## src/rtl/ntt_sched.sv

```systemverilog
`default_nettype none
// +--------------------------------------------------------------------------+
// | ntt_sched: Kyber NTT layer/butterfly sequencer; NTT_SCHED_INTT_EN adds INTT |
// | Revision 1.0                                                             |
// +--------------------------------------------------------------------------+
module ntt_sched #(
  parameter int BF_LATENCY = 4
) (
  input  logic       clk_i,
  input  logic       reset_i,
  input  logic       start_i,
  input  logic       inverse_i,
  input  logic       stall_i,
  output logic       busy_o,
  output logic       done_o,
  output logic [2:0] layer_o,
  output logic       bf_valid_o,
  output logic [7:0] bf_addr_a_o,
  output logic [7:0] bf_addr_b_o,
  output logic [6:0] bf_zeta_idx_o,
  output logic       bf_inv_o,
  output logic       wr_en_o,
  output logic [7:0] wr_addr_a_o,
  output logic [7:0] wr_addr_b_o
);

  localparam logic [1:0] C_IDLE  = 2'd0;
  localparam logic [1:0] C_ISSUE = 2'd1;
  localparam logic [1:0] C_DRAIN = 2'd2;
  localparam logic [1:0] C_DONE  = 2'd3;
  localparam logic [3:0] C_LAT_M1 = 4'(BF_LATENCY - 1);

  logic [1:0] state_q, state_d;
  logic [6:0] cnt_q, cnt_d;
  logic [2:0] layer_q, layer_d;
  logic [3:0] drain_q, drain_d;
  logic       inv_mode;
  logic       issue;
  logic [7:0] len, addr_a, addr_b;
  logic [6:0] grp, zeta;

`ifdef NTT_SCHED_INTT_EN
  logic inv_q;
  always_ff @(posedge clk_i or posedge reset_i) begin
    if (reset_i) begin
      inv_q <= 1'b0;
    end else if (state_q == C_IDLE && start_i) begin
      inv_q <= inverse_i;
    end
  end
  assign inv_mode = inv_q;
`else
  logic unused_inverse;
  assign unused_inverse = inverse_i;
  assign inv_mode       = 1'b0;
`endif

  always_comb begin
    state_d = state_q;
    cnt_d   = cnt_q;
    layer_d = layer_q;
    drain_d = drain_q;
    case (state_q)
      C_IDLE: begin
        if (start_i) begin
          state_d = C_ISSUE;
          cnt_d   = '0;
          layer_d = '0;
        end
      end
      C_ISSUE: begin
        if (!stall_i) begin
          cnt_d = cnt_q + 7'd1;
          if (cnt_q == 7'd127) begin
            state_d = C_DRAIN;
            drain_d = '0;
          end
        end
      end
      C_DRAIN: begin
        // Hold off the next layer until every write of this one has landed.
        if (drain_q == C_LAT_M1) begin
          drain_d = '0;
          if (layer_q == 3'd6) begin
            state_d = C_DONE;
          end else begin
            state_d = C_ISSUE;
            layer_d = layer_q + 3'd1;
          end
        end else begin
          drain_d = drain_q + 4'd1;
        end
      end
      C_DONE: begin
        state_d = C_IDLE;
        layer_d = '0;
      end
      default: state_d = C_IDLE;
    endcase
  end

  always_ff @(posedge clk_i or posedge reset_i) begin
    if (reset_i) begin
      state_q <= C_IDLE;
      cnt_q   <= '0;
      layer_q <= '0;
      drain_q <= '0;
    end else begin
      state_q <= state_d;
      cnt_q   <= cnt_d;
      layer_q <= layer_d;
      drain_q <= drain_d;
    end
  end

  // Group index selects the block, low bits of the counter the offset inside it.
  always_comb begin
    len    = 8'd128 >> layer_q;
    grp    = cnt_q >> (3'd7 - layer_q);
    addr_a = ({1'b0, grp} << (4'd8 - {1'b0, layer_q})) | ({1'b0, cnt_q} & (len - 8'd1));
    zeta   = (7'd1 << layer_q) + grp;
`ifdef NTT_SCHED_INTT_EN
    if (inv_mode) begin
      len    = 8'd2 << layer_q;
      grp    = cnt_q >> (layer_q + 3'd1);
      addr_a = ({1'b0, grp} << ({1'b0, layer_q} + 4'd2)) | ({1'b0, cnt_q} & (len - 8'd1));
      zeta   = (7'd127 >> layer_q) - grp;
    end
`endif
    addr_b = addr_a + len;
  end

  assign issue         = (state_q == C_ISSUE) && !stall_i;
  assign bf_valid_o    = issue;
  assign bf_addr_a_o   = issue ? addr_a : 8'd0;
  assign bf_addr_b_o   = issue ? addr_b : 8'd0;
  assign bf_zeta_idx_o = issue ? zeta : 7'd0;
  assign bf_inv_o      = inv_mode;
  assign busy_o        = (state_q == C_ISSUE) || (state_q == C_DRAIN);
  assign done_o        = (state_q == C_DONE);
  assign layer_o       = layer_q;

  // Free-running write-back delay line: {valid, a, b}.
  logic [16:0] dly_q [BF_LATENCY];

  always_ff @(posedge clk_i or posedge reset_i) begin
    if (reset_i) begin
      for (int i = 0; i < BF_LATENCY; i++) begin
        dly_q[i] <= '0;
      end
    end else begin
      dly_q[0] <= {issue, bf_addr_a_o, bf_addr_b_o};
      for (int i = 1; i < BF_LATENCY; i++) begin
        dly_q[i] <= dly_q[i-1];
      end
    end
  end

  assign wr_en_o     = dly_q[BF_LATENCY-1][16];
  assign wr_addr_a_o = dly_q[BF_LATENCY-1][15:8];
  assign wr_addr_b_o = dly_q[BF_LATENCY-1][7:0];

endmodule
`default_nettype wire

```

## config.mk

```make
export PLATFORM = sky130hd
export DESIGN_NAME = ntt_sched
export DESIGN_NICKNAME = d
export VERILOG_FILES = /design/src/rtl/ntt_sched.sv
export SDC_FILE = /design/constraint.sdc
export NUM_CORES = 1
export LEC_CHECK = 0
export ABC_AREA = 0
export ABC_CLOCK_PERIOD_IN_PS = 6920
export CAP_MARGIN = 20
export CORE_UTILIZATION = 30
export CTS_CLUSTER_SIZE = 28
export DETAILED_ROUTE_END_ITERATION = 8
export PLACE_DENSITY_LB_ADDON = 0.12
export SETUP_SLACK_MARGIN = 0.3
export SYNTH_ARGS = -nofsm -noshare
export SYNTH_HDL_FRONTEND = slang
export SYNTH_SLANG_ARGS = --single-unit
export TNS_END_PERCENT = 10
```

## constraint.sdc

```tcl
create_clock -name clk_i -period 6.92 [get_ports clk_i]
set_input_delay 1.384 -clock clk_i [delete_from_list [all_inputs] [get_ports clk_i]]
set_output_delay 1.384 -clock clk_i [all_outputs]
set_load 0.03 [all_outputs]
```

==> metrics.csv, run 1 <==
metric,value,unit
CP Data Arrival Time,4.93,ns
"Max FO, Critical Path",14,
"Reg clk slew, reported paths",0.06,ns
WL/cell,15.5,µm
CTS Sinks,84,
Peak VDD IR,0.000124,V
Post-DP HPWL,7260,µm
slowest CP cell,dfrtp_1,
synthesized flop and latch total,84,
Slew @ Worst Pin,0.782,ns
number of H-tree levels,3,
CTS Buf Count,9,
Critical path destination,bf_zeta_idx_o[6],
worst r2r dst,dly_q[58]$_DFF_PP0_,
Max-cap violations,0,
Layout Utilization,37.0,%
Leak,0.00244,µW
CTS max path bufs,2,
WS Path Type,flip-flop to output pin,
top cell type's share of synthesized area,46.5,%
grt ovf,0,
Slew headroom,47.9,%
Comb pwr share,45.3,%
largest area contributor in the synthesized netlist,dfrtp_1,
CTS Hold Buffers Added,0,
Min-Delay Path Class,flip-flop to flip-flop,
total core area,14600,µm²
syn avg cell area,10.3,µm²
CP Depth,15,
Area contributors post-synth,"dfrtp_1 46%, ha_1 7.5%, buf_4 3.2%",
crit-path cells,"buf_4, nand2_2, mux2_4, a21oi_1, ha_1, inv_1, fa_1, nand2b_1, a21oi_1, nand3b_4, a21oi_1, a211oi_1, a211oi_2, mux2_1, clkdlybuf4s50_1",
Tmin final,6.31,ns
Critical Path Max Stage Delay,0.63,ns
Crit. Startpoint,layer_o[0]$_DFFE_PP0P_,
Reg2Reg Depth,14,
Syn Std Cell Area,4520,µm²
Post-synth EDFFs,0,
Crit Reg-Reg Startpoint,layer_o[0]$_DFFE_PP0P_,
CP top delay family,compound AO/OA/AOI/OAI gates,
First-pass DRT Iterations,7,
"Req. time, crit path",5.54,ns
Synth cell types,71,
Final Slew Violations,0,
height of the die,125,µm
Final Skew,0.0112,ns
sequential fraction of the synthesis area,46.5,%
ANT nets after route,0,
Crit path top cell by count,a21oi_1,
GRT Total Usage,13.8,%
P_int,1270,µW
Syn-to-layout area delta,19.9,%
vias in the first global route,3262,
"Setup violations, final",0,
IO Count,52,
largest net degree at the start of global routing,85,
Reg2Reg Setup Slack,2.95,ns
syn nets,473,
worst skew pair latency,0.34,ns
Post-CTS Setup Repair Bufs,0,
Final Hold Vio Count,0,
PD cells,397,nW/µm²
root buf cell,clkbuf_16,
GPL Wtd Cong,0.878,
post-cts repair resize count,0,
Post-synth ARST share,100,%
failing checks,DRC,
final period utilization,91.3,%
sum of negative setup slack,0,ns
predominant post-synthesis flop cell,dfrtp_1,
die area,15600,µm²
DR vias,3300,
row count,44,
Switch Pwr,885,µW
Chip Width,125,µm
global-route wire length before repair,17000,µm
CP bufs+invs,3,
fraction of layout cells with a size suffix above 1,9.70,%
# diodes,0,
WL final,10200,µm
RSZ-0062 raised after global routing,false,
Initial Util,30.9,%
Clock Power Share,24.3,%
CTS tree,yes,
initial antenna violation count,0,
sequential share of power,30.4,%
Max Freq,158,MHz
status,"complete, but fails checks",
vias per cell,5.02,
IO buf count,49,
NumNets Final,502,
Startpoint Class,flip-flop,
sw frac,41.1,%
CP endpoint kind,output pin,
Post-Syn Instances,440,
initial DRC count,200,
synth warn,0,
DRC viols,7,
-- cell usage after synthesis, types with 3 or more instances --
| cell type | instances |
|---|---|
| a211oi_1 | 3 |
| a21o_1 | 7 |
| a21oi_1 | 21 |
| a22o_1 | 12 |
| a31oi_1 | 6 |
| and2_1 | 10 |
| buf_2 | 8 |
| buf_4 | 19 |
| clkbuf_1 | 9 |
| dfrtp_1 | 84 |
| ha_1 | 27 |
| inv_1 | 16 |
| mux2_2 | 4 |
| mux2i_1 | 12 |
| nand2_1 | 36 |
| nand2b_1 | 8 |
| nand3_1 | 8 |
| nor2_1 | 29 |
| nor2b_1 | 3 |
| nor3_1 | 14 |
| o211ai_1 | 3 |
| o21ai_0 | 23 |
| o21ai_1 | 4 |
| o21bai_1 | 3 |
| o22ai_1 | 6 |
| or3_1 | 4 |
| xnor2_1 | 5 |
| xor2_1 | 5 |
-- power groups by stage --
stage | Clock [µW] | Combinational, µW | Sequential (µW)
2_1_floorplan | 0 | 737 | 640
3_3_place_gp | 0 | 968 | 661
3_5_place_dp | 0 | 972 | 663
4_1_cts | 537 | 976 | 655
5_1_grt | 557 | 1080 | 669
6_report | 522 | 975 | 654
-- cells by family (layout without fill, tap and decap cells) --
| logic type | Yosys count | after routing | share of synthesized area (%) |
|---|---|---|---|
| xor+xnor | 10 | 10 | 1.94 |
| simple gates | 129 | 129 | 14.5 |
| buf+inv | 56 | 90 | 6.61 |
| fa+ha+maj | 29 | 29 | 8.16 |
| flops | 84 | 84 | 46.5 |
| compound gates | 110 | 110 | 16.9 |
| other cells | 1 | 1 | 0.0829 |
| mux | 21 | 21 | 5.37 |
-- metal layers --
| metal | vias to the layer above | track usage, % | share of wire (%) |
|---|---|---|---|
| met5 | - | 0 | 0 |
| met1 | 1623 | 18.6 | 49 |
| met2 | 68 | 22.5 | 47 |
| met4 | 0 | 4.36 | 0.94 |
| met3 | 8 | 2.19 | 3.4 |
| li1 | 1601 | - | - |
-- layout make-up --
| class | count | area, µm² |
|---|---|---|
| Multi-Input combinational cell | 300 | 2120 |
| Clock buffer | 9 | 225 |
| Inverter | 18 | 68.8 |
| Fill cell | 1457 | 9220 |
| Tap cell | 184 | 230 |
| Clock inverter | 7 | 110 |
| Timing Repair Buffer | 56 | 563 |
| Sequential cell | 84 | 2100 |
-- how the worst min path moves through the flow --
stage | from | to | slack, ns | depth (start not counted)
2_1_floorplan | dly_q[34]$_DFF_PP0_ | dly_q[17]$_DFF_PP0_ | 0.33 | 0
3_3_place_gp | dly_q[44]$_DFF_PP0_ | dly_q[27]$_DFF_PP0_ | 0.33 | 0
3_5_place_dp | dly_q[40]$_DFF_PP0_ | dly_q[23]$_DFF_PP0_ | 0.33 | 0
4_1_cts | dly_q[29]$_DFF_PP0_ | wr_addr_a_o[4]$_DFF_PP0_ | 0.34 | 0
5_1_grt | dly_q[57]$_DFF_PP0_ | dly_q[40]$_DFF_PP0_ | 0.35 | 0
6_report | dly_q[57]$_DFF_PP0_ | dly_q[40]$_DFF_PP0_ | 0.34 | 0
-- placed cells by master (no fill, tap or decap), drive strengths merged, types with 9 or more instances in the layout --
cell type	netlist	final
clkbuf	9	9
nor3	14	14
dfrtp	84	84
a22o	13	13
a21oi	23	23
nand2	37	37
inv	17	17
clkdlybuf4s50	0	49
and2	11	11
ha	27	27
nor2	29	29
o21ai	28	28
mux2i	13	13
-- worst register-to-register path, cell delays in order (launching register included) --
cell and delay [ns]:
dfrtp_1 0.63, buf_4 0.31, mux2i_2 0.37, o22ai_1 0.20, nor2_1 0.37, inv_1 0.17, a32o_1 0.26, a222oi_1 0.47
inv_1 0.10, ha_1 0.37, nand2_1 0.07, nor2_1 0.08, o21ai_1 0.10, a22o_1 0.26, a21oi_2 0.14
-- registers in the layout, summed over array words and instances (netlist names) --
| register | count |
|---|---|
| wr_addr_b_o | 8 |
| wr_addr_a_o | 8 |
| layer_o | 3 |
| dly_q | 51 |
| wr_en_o | 1 |
| drain_q | 4 |
| cnt_q | 7 |
| state_q | 2 |
-- metrics by stage --
stage	setup slack (ns)	total power, µW	area (µm²)	cells	hold WS, ns
global route	0.395	2300	5420	658	0.346
floorplan	1.37	1380	4520	440	0.331
detailed placement	1.04	1640	5060	641	0.335
CTS	0.652	2170	5390	657	0.340
global placement	1.07	1630	5060	641	0.331
finish	0.605	2150	5420	658	0.342
No activity file was read; power rests on OpenSTA's default activity.
==> run 2, diff against run 1 <==
--- a/config.mk
+++ b/config.mk
@@ -9,8 +9,9 @@
 export ABC_CLOCK_PERIOD_IN_PS = 6920
 export CAP_MARGIN = 20
 export CORE_UTILIZATION = 30
-export CTS_CLUSTER_SIZE = 28
+export CTS_CLUSTER_SIZE = 40
 export DETAILED_ROUTE_END_ITERATION = 8
+export DONT_BUFFER_PORTS = 1
 export PLACE_DENSITY_LB_ADDON = 0.12
 export SETUP_SLACK_MARGIN = 0.3
 export SYNTH_ARGS = -nofsm -noshare
==> run 2 against run 1 <==
Net effect:
- the flow still finishes with violations (DRC)
- die area stayed put
- setup slack better by 0.48 ns
- utilization is 3.3 points lower
==> metrics.csv, run 2 (same netlist as run 1, synthesis figures left out) <==
metric,value,unit,change
WL/cell,16.6,µm,+7.2%
Slew headroom,38.2,%,-9.7 points
P_int,1200,µW,-5.0%
height of the die,125,µm,unchanged
largest net degree at the start of global routing,85,,unchanged
WL final,10100,µm,-0.43%
failing checks,DRC,,
Slew @ Worst Pin,0.923,ns,+0.141 ns
row count,44,,unchanged
CTS Sinks,84,,unchanged
Startpoint Class,flip-flop,,
Top reg by flops,dly_q,,
# diodes,0,,unchanged
Syn-to-layout area delta,9.21,%,
initial antenna violation count,0,,unchanged
IO buf count,0,,-100%
initial DRC count,154,,-23%
WS Path Type,flip-flop to output pin,,
area of the multi-input gates,2120,µm²,unchanged
global-route wire length before repair,16900,µm,-0.32%
CP endpoint kind,output pin,,
sw frac,42.1,%,+0.92 points
DR vias,3093,,-6.3%
"commonest non-fill, non-tap cell in the layout",dfrtp_1,,
GRT Total Usage,13.9,%,+0.16 points
sum of negative setup slack,0,ns,unchanged
total core area,14600,µm²,unchanged
DRC viols,7,,unchanged
root buf cell,clkbuf_16,,
status,"complete, but fails checks",,
NumNets Final,455,,-9.4%
sequential share of power,32.9,%,+2.5 points
"Max FO, Critical Path",28,,+14
Clock Power Share,25.4,%,+1.1 points
Tmin final,5.83,ns,-0.481 ns
Final Slew Violations,0,,unchanged
"Setup violations, final",0,,unchanged
sequential cell area,2100,µm²,unchanged
CTS Buf Count,9,,unchanged
finished layout cell area,4940,µm²,-8.9%
Chip Width,125,µm,unchanged
CP Data Arrival Time,4.45,ns,-0.48 ns
final period utilization,84.3,%,-7.0 points
die area,15600,µm²,unchanged
ANT nets after route,0,,unchanged
Comb pwr share,41.7,%,-3.6 points
grt ovf,0,,unchanged
Placed Area,4570,µm²,-9.7%
Peak VDD IR,0.000129,V,+4.3%
vias per cell,5.06,,+0.94%
PD cells,420,nW/µm²,+5.9%
RSZ-0062 raised after global routing,false,,
fraction of layout cells with a size suffix above 1,11.0,%,+1.3 points
Final Skew,0.00846,ns,-0.00271 ns
"Reg clk slew, reported paths",0.06,ns,about the same
"commonest non-fill, non-tap cells in the layout","84 x dfrtp_1, 36 x nand2_1, 29 x nor2_1",,
Max Freq,171,MHz,+8.2%
CTS Hold Buffers Added,0,,unchanged
IO Count,52,,unchanged
"Req. time, crit path",5.54,ns,about the same
post-cts repair resize count,0,,unchanged
Post-CTS Setup Repair Bufs,0,,unchanged
Fillers,1502,,+3.1%
vias in the first global route,3053,,-6.4%
Min-Delay Path Class,flip-flop to flip-flop,,
Max-cap violations,0,,unchanged
Leak,0.00227,µW,-6.7%
Layout Utilization,33.7,%,-3.3 points
Largest register FFs,51,,unchanged
number of H-tree levels,3,,unchanged
First-pass DRT Iterations,8,,+1
worst skew pair latency,0.34,ns,about the same
CTS max path bufs,2,,unchanged
Initial Util,30.9,%,unchanged
Post-DP HPWL,7190,µm,-1.0%
GPL Wtd Cong,0.830,,-5.4%
Switch Pwr,873,µW,-1.3%
CTS tree,yes,,
Final Hold Vio Count,0,,unchanged
-- run 2: cell count changes in the layout (fill, tap and decap cells not counted), sizes merged --
cell           before  now
clkbuf              9   12
clkdlybuf4s50      49    0
clkinv              5    2
inv                17   19
-- run 2: power by group through the flow --
stage	Combinational [µW]	Clock, µW	Sequential, µW
after global routing	970	566	699
after CTS	871	541	685
after detailed placement	868	0	693
after floorplan	737	0	640
after global placement	864	0	692
final	866	527	683
-- run 2: metrics by stage --
step                      instances  setup WS (ns)  hold slack [ns]  total power [µW]
after CTS                       608           1.04            0.348              2100
after floorplan                 440           1.37            0.331              1380
after detailed placement        592           1.42            0.335              1560
after global placement          592           1.40            0.332              1560
final                           611           1.09            0.345              2080
after global routing            611          0.684            0.350              2240
-- run 2: worst paths after layout --
check                                      endpoint  cells after the start                   start  slack, ns
max                                bf_zeta_idx_o[6]                     14  layer_o[0]$_DFFE_PP0P_       1.09
min                             dly_q[40]$_DFF_PP0_                      0     dly_q[57]$_DFF_PP0_       0.34
max reg2reg                     dly_q[58]$_DFF_PP0_                     14  layer_o[0]$_DFFE_PP0P_       2.68
min reg2reg                     dly_q[40]$_DFF_PP0_                      0     dly_q[57]$_DFF_PP0_       0.34
max in group asynchronous       dly_q[63]$_DFF_PP0_                      3                 reset_i       5.42
min in group asynchronous  wr_addr_b_o[0]$_DFF_PP0_                      2                 reset_i       0.91
-- run 2: cell type report --
cell class                      instances  area share, %
Clock buffer                           10           4.84
Clock inverter                          6           1.90
Inverter                               18           1.39
Multi-Input combinational cell        300           42.9
Sequential cell                        84           42.6
Tap cell                              184           4.66
Timing Repair Buffer                    9           1.70
-- run 2: layer usage --
metal  vias to the layer above  share of wire [%]  global-route usage (%)  routed length (µm)
met4                         0                1.9                    5.01                 192
met3                        17                4.0                    2.88                 406
met2                        64                 45                    21.6                4570
met1                      1496                 49                    19.1                4960
li1                       1516                  -                       -                   -
met5                         -                  0                       0                   0
-- run 2: worst max-delay path: stages (launching register included) --
cell,delay (ns)
dfrtp_1,0.47
buf_4,0.44
mux2i_1,0.16
mux2_4,0.31
a21oi_1,0.32
ha_1,0.23
inv_1,0.05
fa_1,0.38
nand2b_1,0.19
a21oi_1,0.32
nand3b_4,0.12
a21oi_1,0.20
a211oi_1,0.08
a211oi_2,0.32
mux2_1,0.50
